==> src/rtl/imem_fetch_ctrl.sv <==
// imem_fetch_ctrl: fetch sequencer for a combinational-read instruction memory.
//   i_clk/i_rst                clock, synchronous active-high reset
//   i_halt                     stop new fetches; queued words still drain
//   i_redirect/i_redirect_pc   flush queue and restart fetch at the word-aligned target
//   o_imem_addr/o_imem_req     fetch PC to memory; req marks the word captured this cycle
//   i_imem_inst                word returned combinationally for o_imem_addr
//   o_inst_valid/o_inst/o_inst_pc/i_inst_ready   head of prefetch queue toward decode
//   o_misalign                 one-cycle pulse after a redirect to a non-4-aligned target
module imem_fetch_ctrl #(
    parameter int                ADDR_W   = 32,
    parameter logic [ADDR_W-1:0] RESET_PC = '0,
    parameter int                QDEPTH   = 2
) (
    input  logic              i_clk,
    input  logic              i_rst,
    input  logic              i_halt,
    input  logic              i_redirect,
    input  logic [ADDR_W-1:0] i_redirect_pc,
    output logic [ADDR_W-1:0] o_imem_addr,
    output logic              o_imem_req,
    input  logic [31:0]       i_imem_inst,
    output logic              o_inst_valid,
    output logic [31:0]       o_inst,
    output logic [ADDR_W-1:0] o_inst_pc,
    input  logic              i_inst_ready,
    output logic              o_misalign
);
    localparam int QW = $clog2(QDEPTH);
    localparam logic [QW:0] CAP = (QW+1)'(QDEPTH);

    logic [ADDR_W-1:0] pc;
    logic [31:0]       q_inst [QDEPTH];
    logic [ADDR_W-1:0] q_pc   [QDEPTH];
    logic [QW-1:0]     wr_ptr, rd_ptr;
    logic [QW:0]       count;
    logic              misalign;
    logic              pop, push;

    // valid is masked by redirect so decode never takes an entry being flushed
    assign o_inst_valid = (count != '0) && !i_redirect;
    assign pop          = o_inst_valid && i_inst_ready;
    // a full queue may still accept a word when the head leaves in the same cycle
    assign push         = !i_rst && !i_redirect && !i_halt && ((count < CAP) || pop);
    assign o_imem_req   = push;
    assign o_imem_addr  = pc;
    assign o_inst       = o_inst_valid ? q_inst[rd_ptr] : '0;
    assign o_inst_pc    = o_inst_valid ? q_pc[rd_ptr] : '0;
    assign o_misalign   = misalign;

    always_ff @(posedge i_clk) begin
        if (i_rst) begin
            pc       <= RESET_PC;
            wr_ptr   <= '0;
            rd_ptr   <= '0;
            count    <= '0;
            misalign <= 1'b0;
        end else if (i_redirect) begin
            pc       <= {i_redirect_pc[ADDR_W-1:2], 2'b00};
            wr_ptr   <= '0;
            rd_ptr   <= '0;
            count    <= '0;
            misalign <= |i_redirect_pc[1:0];
        end else begin
            misalign <= 1'b0;
            if (push) begin
                q_inst[wr_ptr] <= i_imem_inst;
                q_pc[wr_ptr]   <= pc;
                wr_ptr         <= wr_ptr + 1'b1;
                pc             <= pc + ADDR_W'(4);
            end
            if (pop)
                rd_ptr <= rd_ptr + 1'b1;
            count <= count + (QW+1)'(push) - (QW+1)'(pop);
        end
    end
endmodule

==> config.mk <==
export PLATFORM = sky130hd
export DESIGN_NAME = imem_fetch_ctrl
export DESIGN_NICKNAME = d
export VERILOG_FILES = /design/src/rtl/imem_fetch_ctrl.sv
export SDC_FILE = /design/constraint.sdc
export NUM_CORES = 1
export LEC_CHECK = 0
export ABC_AREA = 1
export ABC_CLOCK_PERIOD_IN_PS = 4900
export CORE_ASPECT_RATIO = 2
export CORE_MARGIN = 2
export CORE_UTILIZATION = 34
export CTS_BUF_LIST = sky130_fd_sc_hd__clkbuf_4 sky130_fd_sc_hd__clkbuf_8 sky130_fd_sc_hd__clkbuf_16
export CTS_CLUSTER_SIZE = 14
export DETAILED_ROUTE_END_ITERATION = 10
export PLACE_DENSITY_LB_ADDON = 0.25
export SETUP_SLACK_MARGIN = 0.5
export SYNTH_ARGS = -nofsm -noshare
export SYNTH_HDL_FRONTEND = slang
export SYNTH_SLANG_ARGS = --single-unit
==> constraint.sdc <==
create_clock -name i_clk -period 4.9 [get_ports i_clk]
set_clock_uncertainty 0.2 [all_clocks]
set_input_delay 0.98 -clock i_clk [delete_from_list [all_inputs] [get_ports i_clk]]
set_output_delay 0.98 -clock i_clk [all_outputs]
set_load 0.1 [all_outputs]
# ---- After elaboration in Yosys (flattened, before gate mapping)
# Memories as Yosys holds them, arrays and structs flattened. A register that Yosys moved wholly into a read port is not among the register bits.
# Index checks and enable logic that the tools add are counted.
# W data, S select, Z words.
dict set report totals {
  regBits 37
  mem_bits_rw 128
  inputBits 69
  output_inout_bits 99
  word_cells 41
  mem_count 2
}
# name words word_bits rd rd_clocked_by_memory_dff wr line_no
set memory_table {}
lappend memory_table {q_inst 2 32 1 1 1 32} ;# logic [31:0] q_inst [QDEPTH];
lappend memory_table {q_pc 2 32 1 1 1 33} ;# logic [ADDR_W-1:0] q_pc [QDEPTH];
dict set report op_classes {
  addsub 5
  magnitude_cmp 1
  n_mux 12
  bitwise_logic 1
  reduce_logical 14
}
# op count
set ops {}
lappend ops {{$mux W32} 4}
lappend ops {{$add A32 B3 Y32 const B} 1}
lappend ops {{$mux W1} 8}
lappend ops {{$reduce_or A2 Y1} 3}
lappend ops {{$logic_and A1 B1 Y1} 5}
lappend ops {{$reduce_bool A2 Y1} 2}
lappend ops {{$logic_not A1 Y1} 3}
lappend ops {{$add A1 B1 Y1 const B} 2}
lappend ops {{$add A2 B1 Y2} 1}
lappend ops {{$lt A2 B2 Y1 const B} 1}
lappend ops {{$sub A2 B1 Y2} 1}
lappend ops {{$logic_or A1 B1 Y1} 1}
lappend ops {{$not A1 Y1} 1}

# ---- Logic depth before layout (Yosys ltp)
# Gate-level depths: netlist of run 1.
dict set report depth {
  ltp_word 9
  ltp_mapped 10
  ltp_nobuf 10
}

# ---- Worst setup path after synthesis of run 1
# Ideal clock, no wire load.
dict set report synth_path {
  path_kind {input to register}
  startpoint {in i_rst}
  endpoint {mem q_inst[0][0] (enable)}
  setup_time_ps 482
  t_arrival_ps 3886
  t_required_ps 4218
  path_slack_ps 332
  stages 3
  path_buffers 0
  path_cell_list {nor2_2 nand3b_4 nor2_1}
}
dict set report synth_via {
  elab_chain_cells 8
}
# element line_no
set synth_lines {}
lappend synth_lines {{start, declared} 15} ;# input logic i_rst,
lappend synth_lines {{$logic_not A1 Y1} 43} ;# assign push = !i_rst && !i_redirect && !i_halt && ((count < CAP) || pop);
lappend synth_lines {{$logic_and A1 B1 Y1 (3 in series)} 43}
lappend synth_lines {{$mux W1} 65} ;# if (push) begin
lappend synth_lines {{$mux W1} 57} ;# end else if (i_redirect) begin
lappend synth_lines {{$mux W1 (*)} 51} ;# if (i_rst) begin
lappend synth_lines {{$mux W1 (not written as such) (*)} 66} ;# q_inst[wr_ptr] <= i_imem_inst;
lappend synth_lines {{end, declared} 32}
# Every way passes the cells marked *; elsewhere a longest branch is shown, timed or not.

# ---- Final worst setup path of run 1
dict set report layout_path {
  startpoint {in i_redirect}
  endpoint {out o_inst_pc[31]}
}
dict set report layout_via {
  elab_chain_cells 3
}
# element line_no
set layout_lines {}
lappend layout_lines {{start, declared} 17} ;# input logic i_redirect,
lappend layout_lines {{$logic_not A1 Y1} 40} ;# assign o_inst_valid = (count != '0) && !i_redirect;
lappend layout_lines {{$logic_and A1 B1 Y1} 40}
lappend layout_lines {{$mux W32} 47} ;# assign o_inst_pc = o_inst_valid ? q_pc[rd_ptr] : '0;
lappend layout_lines {{end, declared} 24} ;# output logic [ADDR_W-1:0] o_inst_pc,
# No other way between the ends.

==> results.md, run 1 <==
- Status: complete, no violations
- Fmax: ~250 MHz
- # rows: 76
- Post-synthesis cell count: 730
- Lkg Pwr: between 4 and 5 nW
- Clk pwr share: 0.419
- Layout net count: around 970
- Critical path class: input pin to output pin
- Worst-Skew Late Latency: approximately 430 ps
- N_diodes: 0
- Ports: 168
- Avg WL per Cell: roughly 16 um
- Mean Syn Cell Area: ~10 um^2
- Sw Pwr: 0.841 mW
- Buffers on Ports: around 160
- Sequential power share: 0.460
- Final setup viols: 0
- Yosys cell types: 31
- TritonRoute pass-1 iters: 7
- Worst-path clk slew: around 70 ps
- Core outline area: around 21000 um^2
- HP Class: flip-flop to flip-flop
- Worst hold start: rd_ptr
- Layout cells sized above 1: 0.218
- Post-route DRC: 0
- Initial Util: 0.346
- R2R Path End: count[1]
- Place WS: 911 ps
- Hpwl dp: ~13 mm
- Power Density: around 310 nW/um^2
- Register bit count reported by yosys: 160
- Worst Max-Slew Pin Slew: about 1100 ps
- Worst-path fanout max: approximately 40
- Total track usage: 0.168
- CTS tree: yes
- Final min period: roughly 4000 ps
- Post-DP Area: between 10000 and 15000 um^2
- Total Routed Length: about 19 mm
- Post-DR vias/cell: around 4.6
- Initial antenna violation count: 0
- Comb power frac: 0.120
- Hold slack: ~310 ps
- Die Area: ~23000 um^2
- Antenna-violating nets left: 0
- VDD IR max: between 0.15 and 0.2 mV
- Cell Area, Synth: 7440 um^2
- Crit end category: output pin
- Vias in the first global route: around 5400
- Global route total overflow: 0
- FILL cells: between 2000 and 2500
- Power, Total: roughly 3.3 mW
- Util after Layout: 0.495
- Post-route cell area: 10600 um^2
- Largest net degree at the start of global routing: 63
- First-pass GRT wire length: between 20 and 30 mm
- Worst Path Arrival: 2770 ps
- Worst r2r path cells: 11
- TritonCTS Sinks: 160
- Worst hold endpoint: rd_ptr
- Final hold vios: 0
- Hold path cells: 2
- Max clock buf depth: 2
- Register-to-Register Setup Slack: around 2600 ps
- Clock tree root driver cell: clkbuf_16
- Hold buffer count at CTS: 0
- Area growth syn-to-layout: 43.0%
- TritonCTS Buffers: 17
- Non-Filler Instances: approximately 1200
- H-tree depth: 4
- Die H: about 210 um
- Worst relative slew slack: 0.276
- CP Data Required Time: around 3700 ps
- Setup TNS: 0 ps
- RePlAce Congestion: between 0.8 and 0.9
- Tcrit/Tclk final: 0.807
- Reg2reg start: count[1]
- Inst Count DP: between 1000 and 1500
- Pint: 2.50 mW
- Yosys warns: 0
- Die width: roughly 110 um
- Max-capacitance violation count: 0
- Sequential area share after synthesis: 0.597
- Postcts setup bufs: 0
- Via count: around 5400
- Worst Slack Setup Final: around 950 ps
- Iteration-0 DRC count of the detailed router: ~210
- Switching portion of total power: 0.252
- Critical Path Source Type: input pin
- RSZ-0062 raised after global routing: no
- Max-slew violations: 0
- Post_cts resized: 0
layout make-up:
type | count | area [um^2] | share of cell area
Clock buffer | 19 | 440 | 0.0414
Clock inverter | 13 | 188 | 0.0176
Inverter | 124 | 465 | 0.0438
Multi-Input combinational cell | 421 | 2410 | 0.227
Sequential cell | 160 | 4450 | 0.418
Tap cell | 273 | 342 | 0.0321
Timing Repair Buffer | 172 | 2340 | 0.220
routing by layer:
metal / track usage / vias to the layer above / share of wire
met5: 0 / - / 0
met4: 0.0606 / 0 / 0.017
met3: 0.0272 / 17 / 0.029
met2: 0.328 / 120 / 0.58
met1: 0.175 / 2545 / 0.37
li1: - / 2704 / -
power by group through the flow:
stage                     combinational, mW  sequential [mW]  clock, mW
after detailed placement              0.404             1.57          0
after floorplan                       0.150             1.67          0
after global placement                0.401             1.56          0
after global routing                  0.425             1.54       1.48
after CTS                             0.405             1.54       1.43
final                                 0.402             1.54       1.40
placed cells by master, fill, tap and decap left out, drive strengths merged, types with 30 or more instances in the layout:
cell           synthesis  layout
dfxtp                 36      36
mux2                  62      62
clkdlybuf4s50          0      99
edfxtp               124     124
inv                  124     125
nor2                  47      47
nand2                191     191
buf                   17      73
o21ai                 30      30
nand3                 36      36
logic make-up (layout without fill, tap and decap cells):
family | after synthesis | count (layout) | synth area share
muxes | 62 | 62 | 0.0939
adders and majority gates | 3 | 3 | 0.00505
other | 1 | 4 | 0.000504
DFF | 160 | 160 | 0.597
buffers and inverters | 152 | 328 | 0.0821
AOI/OAI and AO/OA | 64 | 64 | 0.0452
and+or+nand+nor | 281 | 281 | 0.168
xor gates and xnor gates | 7 | 7 | 0.00824
how the worst max path moves through the flow:
stage | cells after the start | slack (ps) | start | end
2_1_floorplan | 3 | 330 | i_rst | q_inst[0][0]
3_3_place_gp | 6 | 910 | i_redirect | o_inst_pc[13]
3_5_place_dp | 6 | 910 | i_redirect | o_inst_pc[14]
4_1_cts | 6 | 910 | i_redirect | o_inst_pc[14]
5_1_grt | 6 | 790 | i_redirect | o_inst_pc[14]
6_report | 6 | 950 | i_redirect | o_inst_pc[31]
cells in the mapped netlist, drive strengths merged:
cell | count | area (um^2)
o21a | 1 | 7.51
or2 | 1 | 6.26
nand3 | 36 | 180
o211ai | 1 | 7.51
xor2 | 3 | 26.3
inv | 124 | 465
nor2 | 47 | 259
edfxtp | 124 | 3720
buf | 17 | 104
a21oi | 24 | 120
a22oi | 1 | 7.51
dfxtp | 36 | 721
conb | 1 | 3.75
xnor2 | 4 | 35.0
and2 | 3 | 18.8
nand2 | 191 | 747
o21ai | 30 | 150
nand3b | 3 | 35.0
a31oi | 7 | 43.8
mux2 | 62 | 698
clkbuf | 11 | 41.3
ha | 3 | 37.5
worst max-delay path, stage by stage:
cell and delay, ps:
clkdlybuf4s50_1 720, nor2_4 230, buf_4 410, nand2_1 120, inv_1 110, buf_12 180
registers in the layout, summed over array words and instances, names as in the netlist, named ones only:
register     count
o_imem_addr     30
rd_ptr           1
q_inst          64
wr_ptr           1
count            2
q_pc            60
o_misalign       1
(Power assumes the default switching activity.)
==> run 2: changes to the inputs <==
--- a/config.mk
+++ b/config.mk
@@ -6,7 +6,7 @@
 export NUM_CORES = 1
 export LEC_CHECK = 0
 export ABC_AREA = 1
-export ABC_CLOCK_PERIOD_IN_PS = 4900
+export ABC_CLOCK_PERIOD_IN_PS = 3700
 export CORE_ASPECT_RATIO = 2
 export CORE_MARGIN = 2
 export CORE_UTILIZATION = 34
==> constraint.sdc (replaced) <==
create_clock -name i_clk -period 3.7 [get_ports i_clk]
set_clock_uncertainty 0.2 [all_clocks]
set_input_delay 0.74 -clock i_clk [delete_from_list [all_inputs] [get_ports i_clk]]
set_output_delay 0.74 -clock i_clk [all_outputs]
set_load 0.1 [all_outputs]
==> run 2 against run 1 <==
  * Global-route usage fell by 0.20 points
  * Cell area rose by 0.34%
  * Sequential share of layout area fell by 0.14 points
  * Largest cell class unchanged
  * Largest power group unchanged
==> results.md, run 2 (synthesis gave the netlist of run 1 again) <==
- Postcts setup bufs: 0
- TritonRoute pass-1 iters: 5
- Max clock buf depth: 2
- Fmax: 328 MHz
- Largest net degree at the start of global routing: 65
- Core outline area: between 20000 and 25000 um^2
- CP Data Required Time: between 2000 and 3000 ps
- Global route total overflow: 0
- Max reg flops: 64
- Final setup viols: 0
- Critical path class: input pin to output pin
- Antenna-violating nets left: 0
- H-tree depth: 4
- Worst Max-Slew Pin Slew: about 1000 ps
- Sequential power share: 0.458
- Initial Util: 0.346
- Final min period: 3050 ps
- Final hold vios: 0
- FILL cells: approximately 2000
- TritonCTS Sinks: 160
- Post-DR vias/cell: 4.65
- Worst-path clk slew: ~60 ps
- Lkg Pwr: around 4.2 nW
- Die width: about 110 um
- Worst-path fanout max: 9
- Status: complete, no violations
- HP Class: flip-flop to flip-flop
- Avg WL per Cell: 16.0 um
- Sw Pwr: around 1.1 mW
- Pint: between 3 and 4 mW
- Clock tree root driver cell: clkbuf_16
- Power Density: 416 nW/um^2
- Total Routed Length: 18.9 mm
- Vias in the first global route: 5520
- Total track usage: 0.166
- First-pass GRT wire length: approximately 29 mm
- # rows: 76
- Iteration-0 DRC count of the detailed router: between 200 and 300
- Worst-Skew Late Latency: ~420 ps
- RePlAce Congestion: between 0.8 and 0.9
- Layout cells sized above 1: 0.262
- Critical Path Source Type: input pin
- Power, Total: about 4.4 mW
- Via count: ~5500
- Worst relative slew slack: 0.347
- Buffers on Ports: 163
- Die Area: between 20000 and 25000 um^2
- Clk pwr share: 0.423
- Max-slew violations: 0
- Crit end category: output pin
- Post-route DRC: 0
- CTS tree: yes
- Area growth syn-to-layout: 43.5%
- Commonest non-fill, non-tap cell in the layout: nand2_1
- RSZ-0062 raised after global routing: no
- Ports: between 150 and 200
- Layout net count: roughly 970
- Max-capacitance violation count: 0
- TritonCTS Buffers: 17
- Hpwl dp: ~13 mm
- Most flops, register: q_inst
- Worst Path Arrival: about 2100 ps
- Switching portion of total power: 0.249
- Initial antenna violation count: 0
- Die H: approximately 210 um
- Comb power frac: 0.119
- VDD IR max: about 0.24 mV
- Tcrit/Tclk final: 0.825
- Setup TNS: 0 ps
- N_diodes: 0
- Most frequent cells in the layout: nand2_1 (183), edfxtp_1 (124), inv_1 (111)
## run 2: layout make-up
| type | count | area (um^2) | share of cell area |
|---|---|---|---|
| multi-input combinational | 421 | 2410 | 0.226 |
| clock inverter | 12 | 180 | 0.0169 |
| tap | 273 | 342 | 0.0320 |
| timing repair buffer | 173 | 2330 | 0.218 |
| sequential | 160 | 4450 | 0.417 |
| clock buffer | 20 | 460 | 0.0431 |
| inverter | 124 | 499 | 0.0468 |
## run 2: final timing paths
| check | start | end | slack [ps] | depth (start not counted) |
|---|---|---|---|---|
| worst min-delay path | rd_ptr | flip-flop | 330 | 2 |
| worst min register to register | rd_ptr | flip-flop | 330 | 2 |
| worst max register to register | count[1] | count[1] | 1430 | 11 |
| worst max-delay path | i_inst_ready | o_imem_req | 650 | 6 |
## run 2: per-stage QoR
stage | hold slack, ps | worst slack (ps) | util | cells | cell area, um^2
4_1_cts | 338 | 442 | 0.495 | 1182 | 10600
6_report | 330 | 649 | 0.497 | 1183 | 10700
2_1_floorplan | 272 | 409 | - | 733 | 7490
3_3_place_gp | 287 | 445 | 0.465 | 1150 | 10000
5_1_grt | 369 | 546 | 0.497 | 1183 | 10700
3_5_place_dp | 315 | 443 | 0.465 | 1150 | 10000
## run 2: per-layer routing
layer,GRT usage,vias to the layer above,wire length (um)
met5,0,-,0
met4,0.0840,0,563
met3,0.0311,25,740
met2,0.315,146,10800
met1,0.168,2624,6740
li1,-,2703,-
## run 2: timing repair
action / CTS / global route
hold buffers: 0 / 0
endpoints found under the setup margin: 15 / 62
cloned: 0 / 1
gates resized for setup: 0 / 1
pin swaps: 0 / 1
## run 2: power groups by stage
stage / clock (mW) / sequential, mW / combinational, mW
3_3_place_gp: 0 / 2.07 / 0.527
5_1_grt: 2.00 / 2.04 / 0.559
3_5_place_dp: 0 / 2.07 / 0.531
2_1_floorplan: 0 / 2.20 / 0.200
4_1_cts: 1.94 / 2.03 / 0.533
6_report: 1.88 / 2.03 / 0.529
## run 2: critical path, cell delays in order
cell and delay [ps]:
clkdlybuf4s50_1 550, inv_1 70, nand2_1 120, nand3b_4 160, inv_2 260, buf_12 210
